**src/rtl/mips_defs.sv**
```systemverilog
// Shared encodings for the load/store path: request opcodes, FSM states and
// access sizes, plus small decode helpers used by the LSU.
package mips_defs;

   typedef enum logic [2:0] {
      OP_LW  = 3'd0,
      OP_LH  = 3'd1,
      OP_LHU = 3'd2,
      OP_LB  = 3'd3,
      OP_LBU = 3'd4,
      OP_SW  = 3'd5,
      OP_SH  = 3'd6,
      OP_SB  = 3'd7
   } lsu_op_t;

   typedef enum logic [1:0] {
      ST_IDLE  = 2'd0,
      ST_WRITE = 2'd1,
      ST_RESP  = 2'd2
   } lsu_state_t;

   typedef enum logic [1:0] {
      SZ_BYTE = 2'd0,
      SZ_HALF = 2'd1,
      SZ_WORD = 2'd2
   } lsu_size_t;

   function automatic lsu_size_t op_size(input lsu_op_t op);
      lsu_size_t sz;
      case (op)
         OP_LB, OP_LBU, OP_SB: sz = SZ_BYTE;
         OP_LH, OP_LHU, OP_SH: sz = SZ_HALF;
         default:              sz = SZ_WORD;
      endcase
      return sz;
   endfunction

   function automatic logic op_signed(input lsu_op_t op);
      return (op == OP_LB) || (op == OP_LH);
   endfunction

   function automatic logic op_is_store(input lsu_op_t op);
      return (op == OP_SW) || (op == OP_SH) || (op == OP_SB);
   endfunction

   function automatic logic op_misaligned(input lsu_op_t op, input logic [1:0] lo);
      logic bad;
      case (op_size(op))
         SZ_WORD: bad = (lo != 2'b00);
         SZ_HALF: bad = lo[0];
         default: bad = 1'b0;
      endcase
      return bad;
   endfunction

endpackage

```
**src/rtl/load_store_unit_lane_merge.sv**
```systemverilog
// Byte-lane helper: extracts/extends a load lane and builds the merged word
// for a sub-word store. Purely combinational.
module lsu_lane_merge
   import mips_defs::*;
(
   input  logic [31:0] word,
   input  logic [1:0]  byte_sel,
   input  lsu_size_t   size,
   input  logic        sign_ext,
   input  logic [31:0] store_data,
   output logic [31:0] load_val,
   output logic [31:0] store_word
);

   logic [7:0]  lane8_s;
   logic [15:0] lane16_s;

   // lane select, extension and store merge
   always_comb begin
      lane8_s    = word[{byte_sel, 3'b000} +: 8];
      lane16_s   = word[{byte_sel[1], 4'b0000} +: 16];
      load_val   = word;
      store_word = store_data;
      case (size)
         SZ_BYTE: begin
            load_val   = {{24{sign_ext & lane8_s[7]}}, lane8_s};
            store_word = word;
            store_word[{byte_sel, 3'b000} +: 8] = store_data[7:0];
         end
         SZ_HALF: begin
            load_val   = {{16{sign_ext & lane16_s[15]}}, lane16_s};
            store_word = word;
            store_word[{byte_sel[1], 4'b0000} +: 16] = store_data[15:0];
         end
         default: begin
            load_val   = word;
            store_word = store_data;
         end
      endcase
   end

endmodule

```
**src/rtl/load_store_unit.sv**
```systemverilog
// Load/store unit between the datapath memory stage and a word-addressed
// data memory; sub-word stores run as a two-cycle read-modify-write.
module load_store_unit
   import mips_defs::*;
#(
   parameter int DMEM_DEPTH = 100
)
(
   input  logic        clk,
   input  logic        rst,
   input  logic        req_valid,
   output logic        req_ready,
   input  logic [2:0]  req_op,
   input  logic [31:0] req_addr,
   input  logic [31:0] req_wdata,
   output logic        resp_valid,
   output logic [31:0] resp_rdata,
   output logic        resp_err,
   output logic [31:0] mem_addr,
   output logic [31:0] mem_wd,
   output logic        mem_we,
   input  logic [31:0] mem_rd
);

   localparam logic [29:0] DEPTH_IDX = 30'(DMEM_DEPTH);

   lsu_state_t  state_r, next_s;
   lsu_op_t     op_s;
   logic [29:0] req_idx_s;
   logic        req_err_s;
   logic        accept_s;
   logic        sub_store_s;

   logic [29:0] wr_idx_r;
   logic [31:0] wr_word_r;
   logic [31:0] wr_data_r;
   logic [1:0]  wr_sel_r;
   lsu_size_t   wr_size_r;

   logic [31:0] mrg_word_s;
   logic [1:0]  mrg_sel_s;
   lsu_size_t   mrg_size_s;
   logic [31:0] mrg_data_s;
   logic [31:0] load_val_s;
   logic [31:0] store_word_s;

   assign op_s        = lsu_op_t'(req_op);
   assign req_idx_s   = req_addr[31:2];
   assign req_err_s   = op_misaligned(op_s, req_addr[1:0]) || (req_idx_s >= DEPTH_IDX);
   assign accept_s    = (state_r == ST_IDLE) && req_valid;
   assign sub_store_s = (op_s == OP_SH) || (op_s == OP_SB);
   assign req_ready   = (state_r == ST_IDLE);

   // In WRITE the merger works on the captured word; otherwise on the live read
   always_comb begin
      if (state_r == ST_WRITE) begin
         mrg_word_s = wr_word_r;
         mrg_sel_s  = wr_sel_r;
         mrg_size_s = wr_size_r;
         mrg_data_s = wr_data_r;
      end else begin
         mrg_word_s = mem_rd;
         mrg_sel_s  = req_addr[1:0];
         mrg_size_s = op_size(op_s);
         mrg_data_s = req_wdata;
      end
   end

   lsu_lane_merge u_lane_merge (
      .word       (mrg_word_s),
      .byte_sel   (mrg_sel_s),
      .size       (mrg_size_s),
      .sign_ext   (op_signed(op_s)),
      .store_data (mrg_data_s),
      .load_val   (load_val_s),
      .store_word (store_word_s)
   );

   // next-state and memory-port decode; erroneous requests never touch memory
   always_comb begin
      next_s   = state_r;
      mem_addr = 32'h0000_0000;
      mem_wd   = 32'h0000_0000;
      mem_we   = 1'b0;
      case (state_r)
         ST_IDLE: begin
            if (accept_s) begin
               if (req_err_s) begin
                  next_s = ST_RESP;
               end else begin
                  mem_addr = {2'b00, req_idx_s};
                  if (op_s == OP_SW) begin
                     mem_we = 1'b1;
                     mem_wd = req_wdata;
                     next_s = ST_RESP;
                  end else if (sub_store_s) begin
                     next_s = ST_WRITE;
                  end else begin
                     next_s = ST_RESP;
                  end
               end
            end else begin
               next_s = ST_IDLE;
            end
         end
         ST_WRITE: begin
            mem_addr = {2'b00, wr_idx_r};
            mem_wd   = store_word_s;
            mem_we   = 1'b1;
            next_s   = ST_RESP;
         end
         ST_RESP: begin
            next_s = ST_IDLE;
         end
         default: begin
            next_s = ST_IDLE;
         end
      endcase
   end

   // state and response registers
   always_ff @(posedge clk or negedge rst) begin
      if (!rst) begin
         state_r    <= ST_IDLE;
         resp_valid <= 1'b0;
         resp_err   <= 1'b0;
         resp_rdata <= 32'h0000_0000;
      end else begin
         state_r    <= next_s;
         resp_valid <= (next_s == ST_RESP);
         if (accept_s) begin
            resp_err   <= req_err_s;
            resp_rdata <= (req_err_s || op_is_store(op_s)) ? 32'h0000_0000 : load_val_s;
         end
      end
   end

   // capture for the read-modify-write of SH/SB
   always_ff @(posedge clk or negedge rst) begin
      if (!rst) begin
         wr_idx_r  <= 30'h0;
         wr_word_r <= 32'h0000_0000;
         wr_data_r <= 32'h0000_0000;
         wr_sel_r  <= 2'b00;
         wr_size_r <= SZ_BYTE;
      end else if (accept_s && !req_err_s && sub_store_s) begin
         wr_idx_r  <= req_idx_s;
         wr_word_r <= mem_rd;
         wr_data_r <= req_wdata;
         wr_sel_r  <= req_addr[1:0];
         wr_size_r <= op_size(op_s);
      end
   end

endmodule

```
**config.mk**
```make
export PLATFORM = sky130hd
export DESIGN_NAME = load_store_unit
export DESIGN_NICKNAME = d
export VERILOG_FILES = /design/src/rtl/mips_defs.sv /design/src/rtl/load_store_unit_lane_merge.sv /design/src/rtl/load_store_unit.sv
export SDC_FILE = /design/constraint.sdc
export NUM_CORES = 1
export LEC_CHECK = 0
export CAP_MARGIN = 5
export CORE_MARGIN = 3
export CORE_UTILIZATION = 30
export CTS_BUF_LIST = sky130_fd_sc_hd__clkbuf_8 sky130_fd_sc_hd__clkbuf_16
export DETAILED_ROUTE_END_ITERATION = 16
export PLACE_DENSITY_LB_ADDON = 0.12
export SLEW_MARGIN = 20
export SYNTH_ARGS = -nofsm -noshare
export SYNTH_HDL_FRONTEND = slang
export SYNTH_HIERARCHICAL = 1
export SYNTH_SLANG_ARGS = --single-unit
export TNS_END_PERCENT = 10
```
**constraint.sdc**
```tcl
create_clock -name clk -period 10.45 [get_ports clk]
set_input_delay 2.09 -clock clk [delete_from_list [all_inputs] [get_ports clk]]
set_output_delay 2.09 -clock clk [all_outputs]
set_load 0.1 [all_outputs]
```
==> reports/qor.yml <==
setup_path:
  path_max_fanout: 59
  cp-end-kind: "output pin"
  cp.required_ns: 8.36
  critical_path_class: "input pin to output pin"
  crit_chain: "clkdlybuf4s50_1 -> nand2b_1 -> inv_1 -> o31ai_4 -> buf_4 -> or2_1 -> nor4_1 -> or2_1 -> a22o_1 -> nand2_1 -> o21ai_0 -> clkdlybuf4s50_1"
  start_kind: "input pin"
  slowest_stage: "clkdlybuf4s50_1"
  cpPeakStageDelay_ns: 1.05
  worstPathArrival_ns: 6.23
sta:
  worst_pin_slew_ns: 1.037
  tns_ns: 0
  slew_viol_final: 0
  rsz0062_at_grt: "false"
  clock.fmax_ghz: 0.1202
  finalClockSkew_ns: 0.01005
  finalCritPeriodShare_pct: 79.62
  timing.final.ws_setup_ns: 2.130
  relSlewSlack_pct: 30.63
  layout_min_cycle_time_ns: 8.320
  hold_ws_ns: 0.4763
  hold_viol: 0
  setup_viol: 0
cts:
  numCtsBuffers: 17
  clockBufferDepth: 2
  clock-sinks: 134
  cts_resized: 0
  post-cts-setup-buffers: 0
  htreeDepth: 4
  tritoncts: "yes"
  insertion_delay_ns: 0.43
  cts_hold_buf: 0
  clk_pin_slew_ns: 0.07
  cts_root_buf: "clkbuf_16"
pwr:
  p_int_w: 0.0009911
  max-vdd-ir-drop_v: 0.00009644
  clockPowerShare_pct: 47.4
  power_frac_seq_pct: 37.9
  p_per_area_nw_per_um2: 122.9
  p_leak_nw: 4.910
  pwr-share-comb_pct: 14.7
  p_sw_share_pct: 27.85
  power.switching_w: 0.0003825
cells_and_area:
  layout.nets: 1196
  drive_above_1_share_pct: 15.06
  mostFrequentLayoutCells: "207 x nand2_1, 198 x clkdlybuf4s50_1, 134 x dfrtp_1, 105 x o21ai_0, 101 x mux2_2"
  areaGrowthSynthToFinish_pct: 34.75
  fill_cells: 2731
  design_area_um2: 11180
  final_common_cell: "nand2_1"
global_route:
  grt_overflow: 0
  grt.total_usage_pct: 19.12
  grt_max_degree: 80
  antenna_found_initial: 3
  grt_pass1_vias: 7182
  grt_pass1_wl_um: 43100
synth:
  synth_cells: 925
  synth-edff-count: 0
  yosys.cell_types.count: 56
  ys_async_sr_fraction_pct: 100.0
  synth_top_area_share_pct: 40.42
  yosysTopAreaCell: "dfrtp_1"
  yosysWarningCount: 6
  yosysSeqAreaShare_pct: 40.42
  yosys-top-cells-area: "dfrtp_1 40%, mux2_2 14%, nand2_1 9.4%, o21ai_0 6.4%, and2_1 3.5%"
  postSynthAreaPerCell_um2: 8.969
  syn_area_um2: 8297
  ys.flop_type: "dfrtp_1"
  synth-seq-cells: 134
die:
  die_h_um: 172.3
  rows: 60
  coreArea_um2: 27100
  start_util_pct: 30.61
  dieArea_um2: 29690
  die_w_um: 172.3
  io_pins: 202
drt:
  post_drt_wl_per_cell_um: 19.25
  drc_errors: 0
  ant_nets: 0
  drt_iter0_drc: 547
  wl_um: 28410
  firstDrtPassIters: 6
  routed_via_density: 4.966
  dr_total_vias: 7330
job:
  max_cap_violations: 0
placed_design:
  dp_hpwl_um: 20440
  io_buffers: 199
  gp_congestion: 0.8665
  pre_cts_slack_ns: 2.138
  post_dp_cell_area_um2: 10550
worst_hold_path:
  hold_class: "flop to flop"
run_status:
  status: "complete, no violations"
[cells in the mapped netlist, types with 11 or more instances]
| cell | count |
|---|---|
| o221ai_1 | 15 |
| dfrtp_1 | 134 |
| inv_1 | 36 |
| nor2b_1 | 12 |
| buf_2 | 11 |
| mux2_2 | 101 |
| o21ai_1 | 11 |
| and2_1 | 47 |
| nand2b_1 | 20 |
| nand2_1 | 207 |
| clkbuf_1 | 41 |
| o21ai_0 | 106 |
| buf_6 | 11 |
| a21oi_1 | 46 |
| mux2i_1 | 17 |
| a22o_1 | 16 |
[metrics by stage]
step	util, %	instances	total power (W)
finish	41.25	1476	0.001374
detailed placement	38.92	1442	0.0007313
global placement	38.92	1442	0.0007316
floorplan	-	926	0.0006387
global route	41.24	1475	0.001429
CTS	41.22	1474	0.001391
[cells by family after synthesis]
| group | count (synthesis) | share of synthesized area, % |
|---|---|---|
| simple gates | 316 | 18.23 |
| compound gates | 233 | 17.40 |
| flops | 134 | 40.42 |
| mux | 126 | 16.88 |
| buf+inv | 110 | 6.273 |
| fa+ha+maj | 5 | 0.7540 |
| other cells | 1 | 0.04520 |
[worst paths after layout]
path                            slack, ns  cells after the start    startpoint        endpoint
worst min-delay path                 0.48                      1  wr_idx_r[28]    wr_idx_r[28]
worst min register to register       0.48                      1  wr_idx_r[28]    wr_idx_r[28]
min in group asynchronous            1.66                      1           rst   wr_word_r[23]
worst max-delay path                 2.13                     12     req_op[2]       mem_wd[2]
worst max register to register       5.98                     11    state_r[1]  resp_rdata[12]
max in group asynchronous            7.35                      2           rst   wr_data_r[15]
[power by group through the flow]
stage / clock network (W) / registers [W] / logic (W)
after floorplan: 0 / 0.000531 / 0.000108
after global placement: 0 / 0.000530 / 0.000201
after detailed placement: 0 / 0.000530 / 0.000201
after CTS: 0.000669 / 0.000520 / 0.000202
after global routing: 0.000689 / 0.000520 / 0.000220
final: 0.000652 / 0.000520 / 0.000202
[critical path, delay by kind of cell]
family,cells,cell delay (ns)
buffers and inverters,4,2.29
AND/OR/NAND/NOR,5,1.27
AO/OA/AOI/OAI,3,0.56
[state kept, by name, summed over array words and instances, names as in the netlist]
register,flops
wr_idx_r,30
resp_rdata,32
wr_word_r,32
state_r,2
resp_err,1
wr_sel_r,2
wr_size_r,2
wr_data_r,32
resp_valid,1
[cell type report]
type                    count  area [µm²]  share of cell area (%)
diodes                      2       5.005                 0.04477
clock buffers              18       439.2                   3.928
clock inverters            14       186.4                   1.668
inverters                  41       153.9                   1.377
multi-input cells         682        4478                   40.06
flip-flops and latches    134        3353                   29.99
well taps                 372       465.4                   4.163
repair buffers            213        2098                   18.77
[per-layer routing]
metal  vias to the layer above  GRT usage (%)  share of wire, %
met1                      3536          25.34                45
met4                         4          5.311               1.5
met2                       216          31.11                47
li1                       3547              -                 -
met3                        27          4.824               6.3
met5                         -              0              0.12
Note: power is estimated with default switching activity, not from simulation.
